[config.mk]
export PLATFORM = sky130hd
export DESIGN_NAME = uart_rx16
export DESIGN_NICKNAME = d
export VERILOG_FILES = /design/src/rtl/uart_rx16.sv
export SDC_FILE = /design/constraint.sdc
export NUM_CORES = 1
export LEC_CHECK = 0
export BUFFER_PORTS_ARGS = -buffer_cell sky130_fd_sc_hd__clkbuf_2
export CORE_ASPECT_RATIO = 0.8
export CORE_MARGIN = 1.5
export CORE_UTILIZATION = 55
export DETAILED_ROUTE_END_ITERATION = 10
export PLACE_DENSITY_LB_ADDON = 0.1
export SLEW_MARGIN = 15
export SYNTH_ARGS = -nofsm -noshare
export SYNTH_HDL_FRONTEND = slang
export SYNTH_SLANG_ARGS = --single-unit
[constraint.sdc]
create_clock -name clk -period 3.9 [get_ports clk]
set_clock_uncertainty 0.2 [all_clocks]
set_input_delay 0.585 -clock clk [delete_from_list [all_inputs] [get_ports clk]]
set_output_delay 0.585 -clock clk [all_outputs]
set_load 0.005 [all_outputs]
[src/rtl/uart_rx16.sv]
// ============================================================================
// uart_rx16 : 16x-oversampled 8N1 UART receiver with a one-byte holding register
// Rev 1.0
// ============================================================================
`default_nettype none

module uart_rx16 #(
    parameter int SYNC_STAGES = 2
) (
    input  logic        clk,
    input  logic        rst,
    input  logic [11:0] ubrr,
    input  logic        rxd,
    input  logic        rd,
    output logic [7:0]  data_o,
    output logic        valid,
    output logic        frame_err,
    output logic        overrun,
    output logic        busy
);

    localparam logic [1:0] S_IDLE  = 2'd0;
    localparam logic [1:0] S_START = 2'd1;
    localparam logic [1:0] S_DATA  = 2'd2;
    localparam logic [1:0] S_STOP  = 2'd3;

    localparam logic [3:0] c_SAMP_A   = 4'd7;
    localparam logic [3:0] c_SAMP_B   = 4'd8;
    localparam logic [3:0] c_SAMP_MID = 4'd9;
    localparam logic [3:0] c_SAMP_END = 4'd15;

    logic [SYNC_STAGES-1:0] r_sync;
    logic                   w_rxd;

    logic [11:0] r_baud;
    logic        w_tick;

    logic [1:0]  r_state;
    logic [1:0]  w_state_nxt;
    logic [3:0]  r_samp;
    logic [2:0]  r_bit;
    logic        r_s7;
    logic        r_s8;
    logic        w_maj;
    logic [7:0]  r_shift;

    logic        w_busy;
    logic        w_take_bit;
    logic        w_done;

    logic [7:0]  r_data;
    logic        r_valid;
    logic        r_ferr;
    logic        r_ovr;

    // Synchronizer resets to the idle level so reset never looks like a start bit
    always_ff @(posedge clk or negedge rst) begin
        if (!rst) begin
            r_sync <= '1;
        end else begin
            r_sync <= {r_sync[SYNC_STAGES-2:0], rxd};
        end
    end

    assign w_rxd = r_sync[SYNC_STAGES-1];

    always_ff @(posedge clk or negedge rst) begin
        if (!rst) begin
            r_baud <= 12'd0;
        end else if (w_tick) begin
            r_baud <= ubrr;
        end else begin
            r_baud <= r_baud - 12'd1;
        end
    end

    assign w_tick = (r_baud == 12'd0);

    // Majority vote of the three centre samples; the third is the live sample at count 9
    assign w_maj = (r_s7 & r_s8) | (r_s7 & w_rxd) | (r_s8 & w_rxd);

    always_ff @(posedge clk or negedge rst) begin
        if (!rst) begin
            r_state <= S_IDLE;
        end else begin
            r_state <= w_state_nxt;
        end
    end

    always_comb begin
        w_state_nxt = r_state;
        case (r_state)
            S_IDLE: begin
                if (w_tick && !w_rxd) begin
                    w_state_nxt = S_START;
                end
            end
            S_START: begin
                if (w_tick && (r_samp == c_SAMP_MID) && w_maj) begin
                    w_state_nxt = S_IDLE;
                end else if (w_tick && (r_samp == c_SAMP_END)) begin
                    w_state_nxt = S_DATA;
                end
            end
            S_DATA: begin
                if (w_tick && (r_samp == c_SAMP_END) && (r_bit == 3'd7)) begin
                    w_state_nxt = S_STOP;
                end
            end
            S_STOP: begin
                if (w_tick && (r_samp == c_SAMP_MID)) begin
                    w_state_nxt = S_IDLE;
                end
            end
            default: w_state_nxt = S_IDLE;
        endcase
    end

    always_comb begin
        w_busy     = (r_state != S_IDLE);
        w_take_bit = w_tick && (r_state == S_DATA) && (r_samp == c_SAMP_MID);
        w_done     = w_tick && (r_state == S_STOP) && (r_samp == c_SAMP_MID);
    end

    always_ff @(posedge clk or negedge rst) begin
        if (!rst) begin
            r_samp  <= 4'd0;
            r_bit   <= 3'd0;
            r_s7    <= 1'b1;
            r_s8    <= 1'b1;
            r_shift <= 8'h00;
        end else if (w_tick) begin
            if (r_samp == c_SAMP_A) begin
                r_s7 <= w_rxd;
            end
            if (r_samp == c_SAMP_B) begin
                r_s8 <= w_rxd;
            end
            // The detecting tick counts as sample 0 of the start bit
            if (w_state_nxt == S_IDLE) begin
                r_samp <= 4'd0;
            end else if (r_state == S_IDLE) begin
                r_samp <= 4'd1;
            end else begin
                r_samp <= r_samp + 4'd1;
            end
            if (r_state == S_START) begin
                r_bit <= 3'd0;
            end else if ((r_state == S_DATA) && (r_samp == c_SAMP_END)) begin
                r_bit <= r_bit + 3'd1;
            end
            if (w_take_bit) begin
                r_shift <= {w_maj, r_shift[7:1]};
            end
        end
    end

    // A read in the completion cycle frees the register for the new byte
    always_ff @(posedge clk or negedge rst) begin
        if (!rst) begin
            r_data  <= 8'h00;
            r_valid <= 1'b0;
            r_ferr  <= 1'b0;
            r_ovr   <= 1'b0;
        end else if (w_done) begin
            if (!r_valid || rd) begin
                r_data  <= r_shift;
                r_valid <= 1'b1;
                r_ferr  <= ~w_maj;
                r_ovr   <= 1'b0;
            end else begin
                r_ovr   <= 1'b1;
            end
        end else if (rd && r_valid) begin
            r_valid <= 1'b0;
            r_ferr  <= 1'b0;
            r_ovr   <= 1'b0;
        end
    end

    assign data_o    = r_data;
    assign valid     = r_valid;
    assign frame_err = r_ferr;
    assign overrun   = r_ovr;
    assign busy      = w_busy;

endmodule

`default_nettype wire
# After elaboration in Yosys (flattened, before gate mapping)
# Cells that the tools add are included.
[op_classes]
add_sub_neg = 3
mul = 0
n_div = 0
magnitude_cmp = 0
n_eq_ne = 9
shift = 0
muxes = 18
n_bitwise = 6
n_reduce_logical = 26
[op_table]
columns = ["op", "count"]
rows = [
  ["== test 4 bit (second input constant)", 3],
  ["logical NOT 12 bit", 1],
  ["two-way mux 12 bit", 1],
  ["AND reduction 2 bit", 6],
  ["subtractor 12 x 1 -> 12 bit (second input constant)", 1],
  ["logical AND 1 bit", 11],
  ["two-way mux 2 bit", 5],
  ["two-way mux 4 bit", 2],
  ["case mux 2 bit (4 select lines)", 1],
  ["two-way mux 1 bit", 7],
  ["two-way mux 3 bit", 2],
  ["nonzero test 2 bit", 3],
  ["adder 4 x 1 -> 4 bit (second input constant)", 1],
  ["== test 2 bit (second input constant)", 2],
  ["== test 4 x 3 -> 1 bit (second input constant)", 1],
  ["logical NOT 2 bit", 2],
  ["adder 3 x 1 -> 3 bit (second input constant)", 1],
  ["AND 1 bit", 3],
  ["== test 3 bit (second input constant)", 1],
  ["== test 2 x 1 -> 1 bit (second input constant)", 1],
  ["logical NOT 1 bit", 2],
  ["!= test 2 x 1 -> 1 bit (second input constant)", 1],
  ["OR 1 bit", 2],
  ["logical OR 1 bit", 1],
  ["inverter 1 bit", 1],
]
[totals]
regBits = 44
latchBits = 0
mem_bits_rw = 0
romBits = 0
in_bits = 16
out_inout_bits = 12
word_cells = 74
n_memories = 0

# Depth between registers and ports, before layout
[logic_depth]
word_depth = 8
mapped_depth = 10
ltp_nobuf = 8

# Least setup slack after synthesis
# No wires, ideal clock.
[synth_path]
kind = "register to register"
from = "register r_baud[0]"
to = "register r_samp[2]"
setup_ps = 126
t_arrival_ps = 2351
required_time_ps = 3574
slack_ps = 1223
path_stages_with_launch = 10
n_path_buf = 1
synth_period_minus_slack_ps = 2677
cell_sequence = "dfrtp_1 > inv_1 > ha_1 > or4b_1 > buf_2 > nor4_4 > a31oi_1 > a31oi_1 > a21oi_1 > a221o_1"
[synth_via]
elab_chain_cells = 7
[synth_lines]
columns = ["item", "line_no", "text"]
rows = [
  ["start: declaration", "35", "logic [11:0] r_baud;"],
  ["start signal: assignment", "71", "r_baud <= ubrr;"],
  ["start signal: assignment", "73", "r_baud <= r_baud - 12'd1;"],
  ["logical NOT 12 bit *", "77", "assign w_tick = (r_baud == 12'd0);"],
  ["logical AND 1 bit, on equally long branches", "--", ""],
  ["two-way mux 2 bit (tied with other cells)", "101", "end else if (w_tick && (r_samp == c_SAMP_END)) begin"],
  ["two-way mux 2 bit, on equally long branches", "99, 106", ""],
  ["case mux 2 bit (4 select lines)", "92", "case (r_state)"],
  ["logical NOT 2 bit", "140", "if (w_state_nxt == S_IDLE) begin"],
  ["two-way mux 4 bit", "140", ""],
  ["end signal: assignment", "145", "r_samp <= r_samp + 4'd1;"],
  ["end: declaration", "40", "logic [3:0] r_samp;"],
]
# Mark *: on every way between the ends. The rest lies on a longest branch, timed or not.
# A chain may end at the register's enable or synchronous reset.

# Worst setup path in the final report
[layout_path]
from = "register r_baud[0]"
to = "register r_samp[0]"
# Same word-level chain as after synthesis.

==> results.yml <==
clock_tree:
  cts-hold-fix-buffers: 0
  numCtsBuffers: 5
  ctsResizeCount: 0
  post-cts-setup-buffer-count: 0
  cts_root_buf: "clkbuf_8"
  cts_sinks: 44
  clk_latency_ns: 0.30
  cts_tree: "yes"
  cts_max_path_buffers: 2
  h-tree-depth: 2
  cts.reportedPaths.clkPinSlew_ns: 0.08
detailed_routing:
  wl_per_cell_um: 15.7
  drt_pre_antenna_iters: 4
  via_per_inst: 5.84
  dr_total_vias: 1547
  drtIter0Drc: 105
  routed_wl_um: 4160
  ant_nets: 0
  drc: 0
critical_path:
  path_max_fanout: 15
  end_kind: "register"
  crit_type: "register to register"
  cp.required_ns: 3.93
  critPathLaunchType: "register"
  arrival_ns: 3.09
  reg2reg_depth: 8
sta:
  setup_viol: 0
  tns_ns: 0
  fin_crit_ns: 3.06
  relSlewSlack: 0.346
  final_hold_viol_count: 0
  finalCritPeriodShare: 0.785
  maxSlewViolCount: 0
  rsz0062_at_grt: "no"
  max_freq_ghz: 0.326
  worst_pin_slew_ns: 0.981
yosys:
  synth_area_leaders: "dfrtp_1, mux2_2, dfstp_2"
  async_flop_share: 1.00
  synth_warnings: 0
  synthCells: 194
  synth_top_area_frac: 0.473
  ys_ff_latch: 44
  synth_edf_count: 0
  avgSynthCellArea_um2: 10.9
  yosysSeqAreaShare: 0.522
  synth.distinct_cells: 42
  syn_area_mm2: 0.00212
  syn_nets: 216
  yosysTopAreaCell: "dfrtp_1"
  ys.flop_type: "dfrtp_1"
placement:
  dpl.hpwl_um: 2970
  place.gp.congestion: 0.851
  portBuffers: 27
  dp_cells: 257
min_path:
  hold_path_class: "register to register"
  hold_depth: 0
grt:
  grt_usage: 0.217
  gr-usage-met1: 0.283
  grt_pass1_wl_um: 6890
  busiest_layer: "met2"
  antenna_found_initial: 0
  use_met3: 0.0668
  grt_use_met2: 0.364
  grt_pass1_vias: 1504
  gr-total-overflow: 0
  grt_max_degree: 45
finish:
  multi_input_area_um2: 952
  final_common_cell: "dfrtp_1"
  drive_above_1_share: 0.305
  diodes: 0
  syn_to_final_growth_pct: 15.3
  fillers: 283
  instances_no_fill: 265
  seq_area_mm2: 0.00111
  nets: 244
  final_cell_mix: "dfrtp_1, clkbuf_2, mux2_2"
die:
  core_mm2: 0.00357
  row_count: 19
  die_area_mm2: 0.00423
  die_height_um: 58.5
  start_util: 0.594
  ios: 28
  die_w_um: 72.4
pwr:
  pwr_density_cell_mw_per_mm2: 471
  max-vdd-ir-drop_uv: 466
  p_leak_nw: 1.12
run_status:
  status: "finished clean"
job:
  cap_violations: 0
==> registers in the layout, summed over array words and instances (netlist names) <==
register   count
r_baud        12
data_o         8
r_shift        8
r_samp         4
r_bit          3
r_state        2
r_sync         2
frame_err      1
overrun        1
r_s7           1
r_s8           1
valid          1
==> metrics by stage <==
stage	hold WS [ns]	total power, W	instance area [um^2]	worst slack (ns)	util
floorplan	0.0894	0.000639	2120	1.22	-
global placement	0.147	0.000671	2280	0.962	0.640
detailed placement	0.147	0.000680	2280	0.852	0.640
CTS	0.160	0.00116	2440	0.847	0.685
global route	0.139	0.00120	2440	0.735	0.685
finish	0.159	0.00115	2440	0.837	0.685
==> critical path, cell delays in order, from the launching register on <==
cell     delay (ns)
dfrtp_1        0.39
inv_1          0.07
ha_1           0.16
or4b_1         0.60
or4_1          0.82
nor3_2         0.28
nor3_2         0.09
a221o_1        0.30
o21ai_0        0.07
==> synth_stat cells (3+ instances only) <==
| cell type | number |
|---|---|
| buf_2 | 3 |
| inv_1 | 8 |
| nand2b_1 | 4 |
| mux2_2 | 18 |
| o21ai_0 | 13 |
| or4_1 | 3 |
| a21oi_1 | 10 |
| clkbuf_1 | 4 |
| or3_1 | 4 |
| ha_1 | 6 |
| dfrtp_1 | 40 |
| nor3_2 | 3 |
| nor4_1 | 3 |
| nor2_1 | 14 |
| nand3_1 | 4 |
| nor3_1 | 4 |
| dfstp_2 | 4 |
| nand2_1 | 16 |
==> power breakdown <==
group	internal [W]	total [W]	switching, W
logic	0.0000529	0.000111	0.0000586
clock network	0.000320	0.000476	0.000155
registers	0.000505	0.000563	0.0000579
total	0.000878	0.00115	0.000272
==> layer usage <==
metal | share of wire | wire [um]
met3 | 0.047 | 195
met5 | 0 | 0
met4 | 0.0077 | 32
met1 | 0.48 | 1980
met2 | 0.47 | 1950
==> cell families (layout without fill, tap and decap cells) <==
logic type / count (synthesis) / in the layout / synth area share
adders and majority gates: 7 / 7 / 0.0402
DFF: 44 / 44 / 0.522
and+or+nand+nor: 67 / 67 / 0.183
AOI/OAI and AO/OA: 37 / 37 / 0.105
xor gates and xnor gates: 4 / 4 / 0.0165
muxes: 20 / 20 / 0.105
buffers and inverters: 15 / 44 / 0.0283
==> area by class of cell <==
cell class | instances | share of cell area
Clock buffer | 5 | 0.0282
Clock inverter | 3 | 0.0369
Inverter | 8 | 0.0123
Multi-Input combinational cell | 135 | 0.390
Sequential cell | 44 | 0.453
Tap cell | 42 | 0.0215
Timing Repair Buffer | 28 | 0.0584
==> worst paths after layout <==
kind                                     start  slack, ns                    end
setup / recovery           r_baud[0]$_DFF_PN0_       0.84  r_samp[0]$_DFFE_PN0P_
min in group asynchronous                  rst       0.24  data_o[6]$_DFFE_PN0P_
hold reg to reg            r_sync[0]$_DFF_PN1_       0.16    r_sync[1]$_DFF_PN1_
hold / removal             r_sync[0]$_DFF_PN1_       0.16    r_sync[1]$_DFF_PN1_
max in group asynchronous                  rst       2.64    r_baud[1]$_DFF_PN0_
setup reg to reg           r_baud[0]$_DFF_PN0_       0.84  r_samp[0]$_DFFE_PN0P_
(Power assumes the default switching activity.)
